--- config.mk ---
export PLATFORM = sky130hd
export DESIGN_NAME = frame_reader
export DESIGN_NICKNAME = d
export VERILOG_FILES = /design/src/rtl/frame_reader.sv
export SDC_FILE = /design/constraint.sdc
export NUM_CORES = 1
export LEC_CHECK = 0
export CAP_MARGIN = 30
export CORE_ASPECT_RATIO = 1.1
export CORE_UTILIZATION = 55
export CTS_BUF_LIST = sky130_fd_sc_hd__clkbuf_8
export DETAILED_ROUTE_END_ITERATION = 8
export DONT_BUFFER_PORTS = 1
export PLACE_DENSITY = 0.73
export SLEW_MARGIN = 20
export SYNTH_ARGS = -nofsm -noshare
export SYNTH_HDL_FRONTEND = slang
export SYNTH_SLANG_ARGS = --single-unit
export TNS_END_PERCENT = 20
--- constraint.sdc ---
create_clock -name clk -period 3.8 [get_ports clk]
set_clock_uncertainty 0.1 [all_clocks]
set_input_delay 0.76 -clock clk [delete_from_list [all_inputs] [get_ports clk]]
set_output_delay 0.76 -clock clk [all_outputs]
set_load 0.01 [all_outputs]
--- src/rtl/frame_reader.sv ---
// frame_reader: raster-scans a framebuffer once per start request and streams
// the pixels out over a valid/ready interface through a 2-entry output FIFO.
// Reads are throttled so that buffered plus in-flight data never exceeds the
// FIFO depth, which keeps full throughput while never dropping read data.
module frame_reader #(
    parameter int SCREEN_WIDTH  = 640,
    parameter int SCREEN_HEIGHT = 480
) (
    input  logic        clk,
    input  logic        rst_n,
    input  logic        start,
    output logic        busy,
    output logic        frame_done,
    output logic        mem_rd_en,
    output logic [9:0]  mem_x,
    output logic [8:0]  mem_y,
    input  logic [23:0] mem_rdata,
    output logic        pix_valid,
    input  logic        pix_ready,
    output logic [9:0]  pix_x,
    output logic [8:0]  pix_y,
    output logic [7:0]  pix_red,
    output logic [7:0]  pix_green,
    output logic [7:0]  pix_blue,
    output logic        pix_eol,
    output logic        pix_last
);

    localparam logic [1:0] ST_IDLE = 2'd0;
    localparam logic [1:0] ST_READ = 2'd1;
    localparam logic [1:0] ST_DONE = 2'd2;

    localparam logic [9:0] X_LAST = 10'(SCREEN_WIDTH - 1);
    localparam logic [8:0] Y_LAST = 9'(SCREEN_HEIGHT - 1);

    // FIFO entry layout: {x[44:35], y[34:26], rgb[25:2], eol[1], last[0]}
    localparam int ENTRY_W = 45;

    logic [1:0]         r_state;
    logic [9:0]         r_x;
    logic [8:0]         r_y;
    logic               r_inflight;
    logic [9:0]         r_rd_x;
    logic [8:0]         r_rd_y;
    logic               r_rd_eol;
    logic               r_rd_last;
    logic [ENTRY_W-1:0] r_fifo [0:1];
    logic               r_wr_ptr;
    logic               r_rd_ptr;
    logic [1:0]         r_count;
    logic               r_frame_done;

    logic               w_valid;
    logic               w_pop;
    logic [2:0]         w_level;
    logic               w_rd_en;
    logic               w_addr_eol;
    logic               w_addr_last;
    logic [ENTRY_W-1:0] w_head;

    assign w_valid     = (r_count != 2'd0);
    assign w_pop       = w_valid & pix_ready;
    assign w_addr_eol  = (r_x == X_LAST);
    assign w_addr_last = w_addr_eol & (r_y == Y_LAST);
    assign w_head      = w_valid ? r_fifo[r_rd_ptr] : '0;

    // Projected occupancy after this edge, excluding a read issued now; pop is
    // counted so a draining FIFO keeps the read stream running without bubbles.
    assign w_level = {1'b0, r_count} + {2'b00, r_inflight} - {2'b00, w_pop};
    assign w_rd_en = (r_state == ST_READ) && (w_level < 3'd2);

    assign busy       = (r_state == ST_READ) || (r_state == ST_DONE);
    assign frame_done = r_frame_done;
    assign mem_rd_en  = w_rd_en;
    assign mem_x      = r_x;
    assign mem_y      = r_y;
    assign pix_valid  = w_valid;
    assign pix_x      = w_head[44:35];
    assign pix_y      = w_head[34:26];
    assign pix_red    = w_head[25:18];
    assign pix_green  = w_head[17:10];
    assign pix_blue   = w_head[9:2];
    assign pix_eol    = w_head[1];
    assign pix_last   = w_head[0];

    // Control FSM: one frame per start; DONE is held through the frame_done
    // cycle so a start coinciding with frame_done is not taken.
    always_ff @(posedge clk or negedge rst_n) begin
        if (!rst_n) begin
            r_state <= ST_IDLE;
        end else begin
            case (r_state)
                ST_IDLE: if (start) r_state <= ST_READ;
                ST_READ: if (w_rd_en && w_addr_last) r_state <= ST_DONE;
                ST_DONE: if (r_frame_done) r_state <= ST_IDLE;
                default: r_state <= ST_IDLE;
            endcase
        end
    end

    // Raster address counter; returns to (0,0) once the last address is issued.
    always_ff @(posedge clk or negedge rst_n) begin
        if (!rst_n) begin
            r_x <= '0;
            r_y <= '0;
        end else if (w_rd_en) begin
            if (w_addr_last) begin
                r_x <= '0;
                r_y <= '0;
            end else if (w_addr_eol) begin
                r_x <= '0;
                r_y <= r_y + 9'd1;
            end else begin
                r_x <= r_x + 10'd1;
            end
        end
    end

    // Tag of the read in flight, paired with mem_rdata on the following cycle.
    always_ff @(posedge clk or negedge rst_n) begin
        if (!rst_n) begin
            r_inflight <= 1'b0;
            r_rd_x     <= '0;
            r_rd_y     <= '0;
            r_rd_eol   <= 1'b0;
            r_rd_last  <= 1'b0;
        end else begin
            r_inflight <= w_rd_en;
            if (w_rd_en) begin
                r_rd_x    <= r_x;
                r_rd_y    <= r_y;
                r_rd_eol  <= w_addr_eol;
                r_rd_last <= w_addr_last;
            end
        end
    end

    // Output FIFO: capture returning read data, pop on handshake.
    always_ff @(posedge clk or negedge rst_n) begin
        if (!rst_n) begin
            for (int unsigned i = 0; i < 2; i++) begin
                r_fifo[i] <= '0;
            end
            r_wr_ptr <= 1'b0;
            r_rd_ptr <= 1'b0;
            r_count  <= '0;
        end else begin
            if (r_inflight) begin
                r_fifo[r_wr_ptr] <= {r_rd_x, r_rd_y, mem_rdata, r_rd_eol, r_rd_last};
                r_wr_ptr         <= ~r_wr_ptr;
            end
            if (w_pop) begin
                r_rd_ptr <= ~r_rd_ptr;
            end
            r_count <= r_count + {1'b0, r_inflight} - {1'b0, w_pop};
        end
    end

    // frame_done pulses in the cycle after the last pixel is accepted.
    always_ff @(posedge clk or negedge rst_n) begin
        if (!rst_n) begin
            r_frame_done <= 1'b0;
        end else begin
            r_frame_done <= w_pop & w_head[0];
        end
    end

endmodule
# After elaboration in Yosys (flattened, before gate mapping)
# Index checks and enable logic that the tools add are counted.
classes:
  add_sub_neg: 6
  magnitude_cmp: 4
  n_eq_ne: 7
  mux: 15
  n_bitwise: 7
  reduce_logical: 9
op_table:
  columns: ["operator", "count"]
  rows:
  - ["45-bit 2-to-1 mux", 5]
  - ["90-bit bitwise mux", 1]
  - ["45-bit demux with 1-bit select", 1]
  - ["10-bit 2-to-1 mux", 2]
  - ["9-bit 2-to-1 mux", 2]
  - ["10-bit by 1-bit adder with 10-bit output, second input constant", 1]
  - ["10-bit equality test, second input constant", 1]
  - ["9-bit by 1-bit adder with 9-bit output, second input constant", 1]
  - ["9-bit equality test, second input constant", 1]
  - ["2-bit 2-to-1 mux", 3]
  - ["2-bit one-hot mux with 3 select lines", 1]
  - ["2-bit greater-or-equal comparator, second input constant", 2]
  - ["2-bit inequality test, second input constant", 2]
  - ["1-bit inverter with 2-bit output", 2]
  - ["2-bit nonzero test", 2]
  - ["2-bit by 1-bit adder with 3-bit output", 1]
  - ["1-bit bitwise AND", 3]
  - ["1-bit logical AND", 3]
  - ["3-bit by 2-bit < comparator with 1-bit output, second input constant", 1]
  - ["3-bit AND reduction", 1]
  - ["3-bit by 1-bit subtractor with 3-bit output", 1]
  - ["2-bit by 1-bit adder with 2-bit output", 1]
  - ["2-bit by 1-bit equality test with 1-bit output, second input constant", 1]
  - ["2-bit equality test, second input constant", 1]
  - ["other kinds (7)", 8]
totals:
  reg_bits: 138
  wordCells: 62

# Longest topological paths before layout
logic_depth:
  word_depth: 8
  depth_mapped: 13
  ltp_nobuf: 11

# Least setup slack after synthesis
# No wires, ideal clock.
synth_path:
  path_kind: "input-to-output"
  from: "input port pix_ready"
  to: "output port mem_rd_en"
  arrival_time_ns: 2.633
  required_ns: 2.940
  slack_ns: 0.307
  stages: 10
  path_cell_list: "nor2b_1 ha_1 inv_1 ha_1 fa_1 nand2b_1 nand2b_1 buf_6 inv_2 buf_2"
synth_via:
  elab_chain_len: 4
synth_rtl:
  columns: ["item", "line", "rtl"]
  rows:
  - ["from (decl)", "19", "input logic pix_ready,"]
  - ["1-bit bitwise AND", "62", "assign w_pop = w_valid & pix_ready;"]
  - ["3-bit by 1-bit subtractor with 3-bit output", "69", "assign w_level = {1'b0, r_count} + {2'b00, r_inflight} - {2'b00, w_pop};"]
  - ["net w_level[1]", "55", "logic [2:0] w_level;"]
  - ["3-bit by 2-bit < comparator with 1-bit output", "70", "assign w_rd_en = (r_state == ST_READ) && (w_level < 3'd2);"]
  - ["1-bit logical AND", "70", null]
  - ["to (decl)", "14", "output logic mem_rd_en,"]
# The timed path passes the listed nets, and every way through them passes these cells.

# Worst setup path after layout
layout_path:
  from: "register r_count[1]"
  to: "output port mem_rd_en"
layout_via:
  elab_chain_len: 5
  word_cells_on_any_way: 6
  classes_between: "add/sub: 2; order compare: 1; bitwise: 1; reduce/logical: 2"
layout_rtl:
  columns: ["item", "line", "rtl"]
  rows:
  - ["from (decl)", "50", "logic [1:0] r_count;"]
  - ["from (signal assigned)", "155", "r_count <= r_count + {1'b0, r_inflight} - {1'b0, w_pop};"]
  - ["2-bit nonzero test", "61", "assign w_valid = (r_count != 2'd0);"]
  - ["1-bit bitwise AND", "62", null]
  - ["net w_pop", "54", "logic w_pop;"]
  - ["3-bit by 1-bit subtractor with 3-bit output", "69", null]
  - ["net w_level[1]", "55", null]
  - ["3-bit by 2-bit < comparator with 1-bit output", "70", null]
  - ["1-bit logical AND", "70", null]
# The timed path passes the listed nets, and every way through them passes these cells.

==> metrics.yaml <==
status: "finished with violations"
violations: "negative hold slack"
switching_share_pct: 36.6
crit_path_cell_trace: "nor2_4 -> nor2b_1 -> ha_1 -> inv_1 -> ha_1 -> fa_1 -> nand2b_1 -> nand2b_1 -> inv_2"
worstPathArrival_ns: 2.67
clk_latency_ns: 0.43
die-area_sq_um: 11900
maxSlewViolCount: 0
timing.hold.ws_ns: -0.0764
grt_max_degree: 139
drt-initial-drc-count: 190
rsz0062_at_grt: "no"
fp.dieW_microns: 104
setup-tns-final_ns: 0
fin_crit_sh_pct: 92.8
fin_cells: 683
leakagePower_uw: 0.00330
drive_gt1_share_pct: 26.1
post_cts_buffers: 0
synth.area.top_cells: "dfrtp_1 55%, mux2_2 16%, mux2i_1 7.2%"
root_buffer: "clkbuf_8"
p_per_area_nw_per_um2: 781
numCtsBuffers: 17
slowest_delay_ns: 0.47
synth_xor_area_share_pct: 1.67
synth_top_family_by_area: "multiplexers"
grt_pass1_wl_microns: 19700
yosysSeqAreaShare_pct: 54.9
num_vias: 3867
clock_path_buffers: 2
synthSimpleGateAreaFrac_pct: 12.9
synth_ff_type: "dfrtp_1"
critPathMaxFanout: 5
synth_common_cells: "138 x dfrtp_1, 91 x mux2_2, 72 x nand2_1, 52 x nor2_1, 45 x mux2i_1"
power_frac_seq_pct: 41.3
dpl.cell_count: 651
wl_per_cell_microns: 17.2
yosysUniqueCellTypes: 46
nNetsFinal: 560
setup_violations: 0
hold_violations: 138
drtAntennaViolNets: 0
synthMuxAreaShare_pct: 23.4
clkPwrFrac_pct: 22.4
synth.net_count: 563
die_y_microns: 114
grt_pass1_vias: 3934
core_area_sq_um: 11000
post_cts_resized: 0
io_buffer_count: 0
synth-edff-count: 0
design_area_sq_um: 6810
drt-total-wl_microns: 11800
yosys.area_share.adder_pct: 1.91
area_growth_pct: 8.13
n_antenna_cell: 0
row_count: 40
fmax_mhz: 284
slowest_stage: "dfrtp_1"
tritoncts: "yes"
grt.total_usage_pct: 21.5
dr.pass1.iters: 4
grt_antenna_before_repair: 0
ir_drop_uv: 539
worstMarginPinSlew_ns: 0.801
internal_power_uw: 3370
start_util_pct: 57.2
crit_type: "reg -> out"
synth_warnings: 0
timing.critical_path.required_ns: 2.94
yosys.area.top_type_share_pct: 54.9
hp-class: "in -> async"
drc_errors: 0
slew_headroom_pct: 46.5
ioPinCount: 96
gp_congestion: 0.836
ys_seq_elements: 138
vias_per_cell: 5.66
syn-instance-count: 526
drv_cap: 0
final.min_clock_period_ns: 3.53
critPathCaptureType: "output pin"
synth_compound_area_share_pct: 2.44
p_comb_share_pct: 36.2
cts.sinks: 138
grt_overflow: 0
htreeDepth: 4
synth_most_common_cell: "dfrtp_1"
dp_hpwl_microns: 7690
netlist_area_sq_um: 6290
synth.avg_cell_area_sq_um: 12.0
ys_async_sr_fraction_pct: 100
start_kind: "flip-flop"
switchingPower_uw: 1950
placed_cell_area_sq_um: 6400
cts.clk_slew.worst_paths_ns: 0.07
synth.largest_area_cell: "dfrtp_1"
cell type report:
cell class / count / area [sq um]
clock buffers: 18 / 248
clock inverters: 14 / 154
fillers: 897 / 4200
inverters: 9 / 33.8
multi-input cells: 351 / 2690
flip-flops and latches: 138 / 3450
well taps: 147 / 184
repair buffers: 6 / 45.0
placed cells by master (no fill, tap or decap), types with 3 or more instances in the layout:
master / Yosys / final
nor2_1: 52 / 51
bufinv_16: 0 / 3
nand3_1: 9 / 9
o31ai_1: 4 / 4
nand2b_1: 5 / 5
and2_1: 3 / 3
inv_1: 8 / 8
ha_1: 8 / 8
mux2i_1: 45 / 45
xor2_1: 5 / 5
nand2_1: 72 / 71
and4b_1: 4 / 4
xnor2_1: 7 / 7
clkbuf_8: 0 / 18
buf_4: 1 / 6
nor3_1: 3 / 3
nand4_1: 4 / 4
dfrtp_1: 138 / 137
and4_1: 3 / 3
clkinv_2: 0 / 8
a21oi_1: 3 / 3
o21ai_0: 9 / 9
mux2_2: 91 / 91
metrics by stage:
step,hold WS [ns],setup WS [ns],utilization (%),total power [uW]
2_1_floorplan,0.358,0.307,-,3810
3_3_place_gp,0.368,0.560,58.1,4100
3_5_place_dp,0.368,0.432,58.2,4180
4_1_cts,-0.108,0.235,61.8,5380
5_1_grt,-0.117,0.0956,61.8,5670
6_report,-0.0764,0.273,61.8,5320
worst paths after layout:
| path | cells past startpoint | end | from | slack [ns] |
|---|---|---|---|---|
| max in group asynchronous | 0 | r_rd_y[4] | rst_n | 3.49 |
| worst max-delay path | 9 | mem_rd_en | r_count[1] | 0.27 |
| worst max register to register | 12 | mem_y[6] | r_count[1] | 0.65 |
| min in group clk | 1 | frame_done | pix_ready | 0.35 |
| worst min register to register | 2 | r_rd_y[8] | r_rd_y[8] | 0.40 |
| worst min-delay path | 0 | r_fifo[13] | rst_n | -0.08 |
critical path: cells and delay by family, from the launching register on:
family / cells / cell delay (ns)
flops: 1 / 0.47
simple gates: 4 / 0.76
fa+ha+maj: 3 / 0.86
buf+inv: 2 / 0.16
power by group through the flow:
stage	Combinational [uW]	Clock [uW]	Sequential, uW
after floorplan	1700	0	2100
after global placement	1900	0	2190
after detailed placement	1950	0	2230
after CTS	1950	1230	2200
after global routing	2110	1310	2250
final	1930	1190	2200
layer usage:
| metal | up-vias | global-route usage, % | wire length (microns) |
|---|---|---|---|
| li1 | 1814 | - | - |
| met1 | 1944 | 27.1 | 5220 |
| met2 | 97 | 34.9 | 5740 |
| met3 | 12 | 6.89 | 665 |
| met4 | 0 | 8.00 | 146 |
| met5 | - | 0 | 0 |
sequential cells by signal, indices dropped and copies added (netlist names):
| register | count |
|---|---|
| mem_x | 10 |
| r_rd_y | 9 |
| r_wr_ptr | 1 |
| r_rd_ptr | 1 |
| frame_done | 1 |
| r_fifo | 90 |
| r_state | 2 |
| r_inflight | 1 |
| r_count | 2 |
| r_rd_eol | 1 |
| r_rd_x | 10 |
| mem_y | 9 |
| r_rd_last | 1 |
logic make-up (layout without fill, tap and decap cells):
kind of cell | Yosys count | count (layout)
and+or+nand+nor | 170 | 170
DFF | 138 | 138
muxes | 136 | 136
buffers and inverters | 37 | 47
AOI/OAI and AO/OA | 24 | 24
xor gates and xnor gates | 12 | 12
adders and majority gates | 9 | 9
No activity file was read; power rests on OpenSTA's default activity.
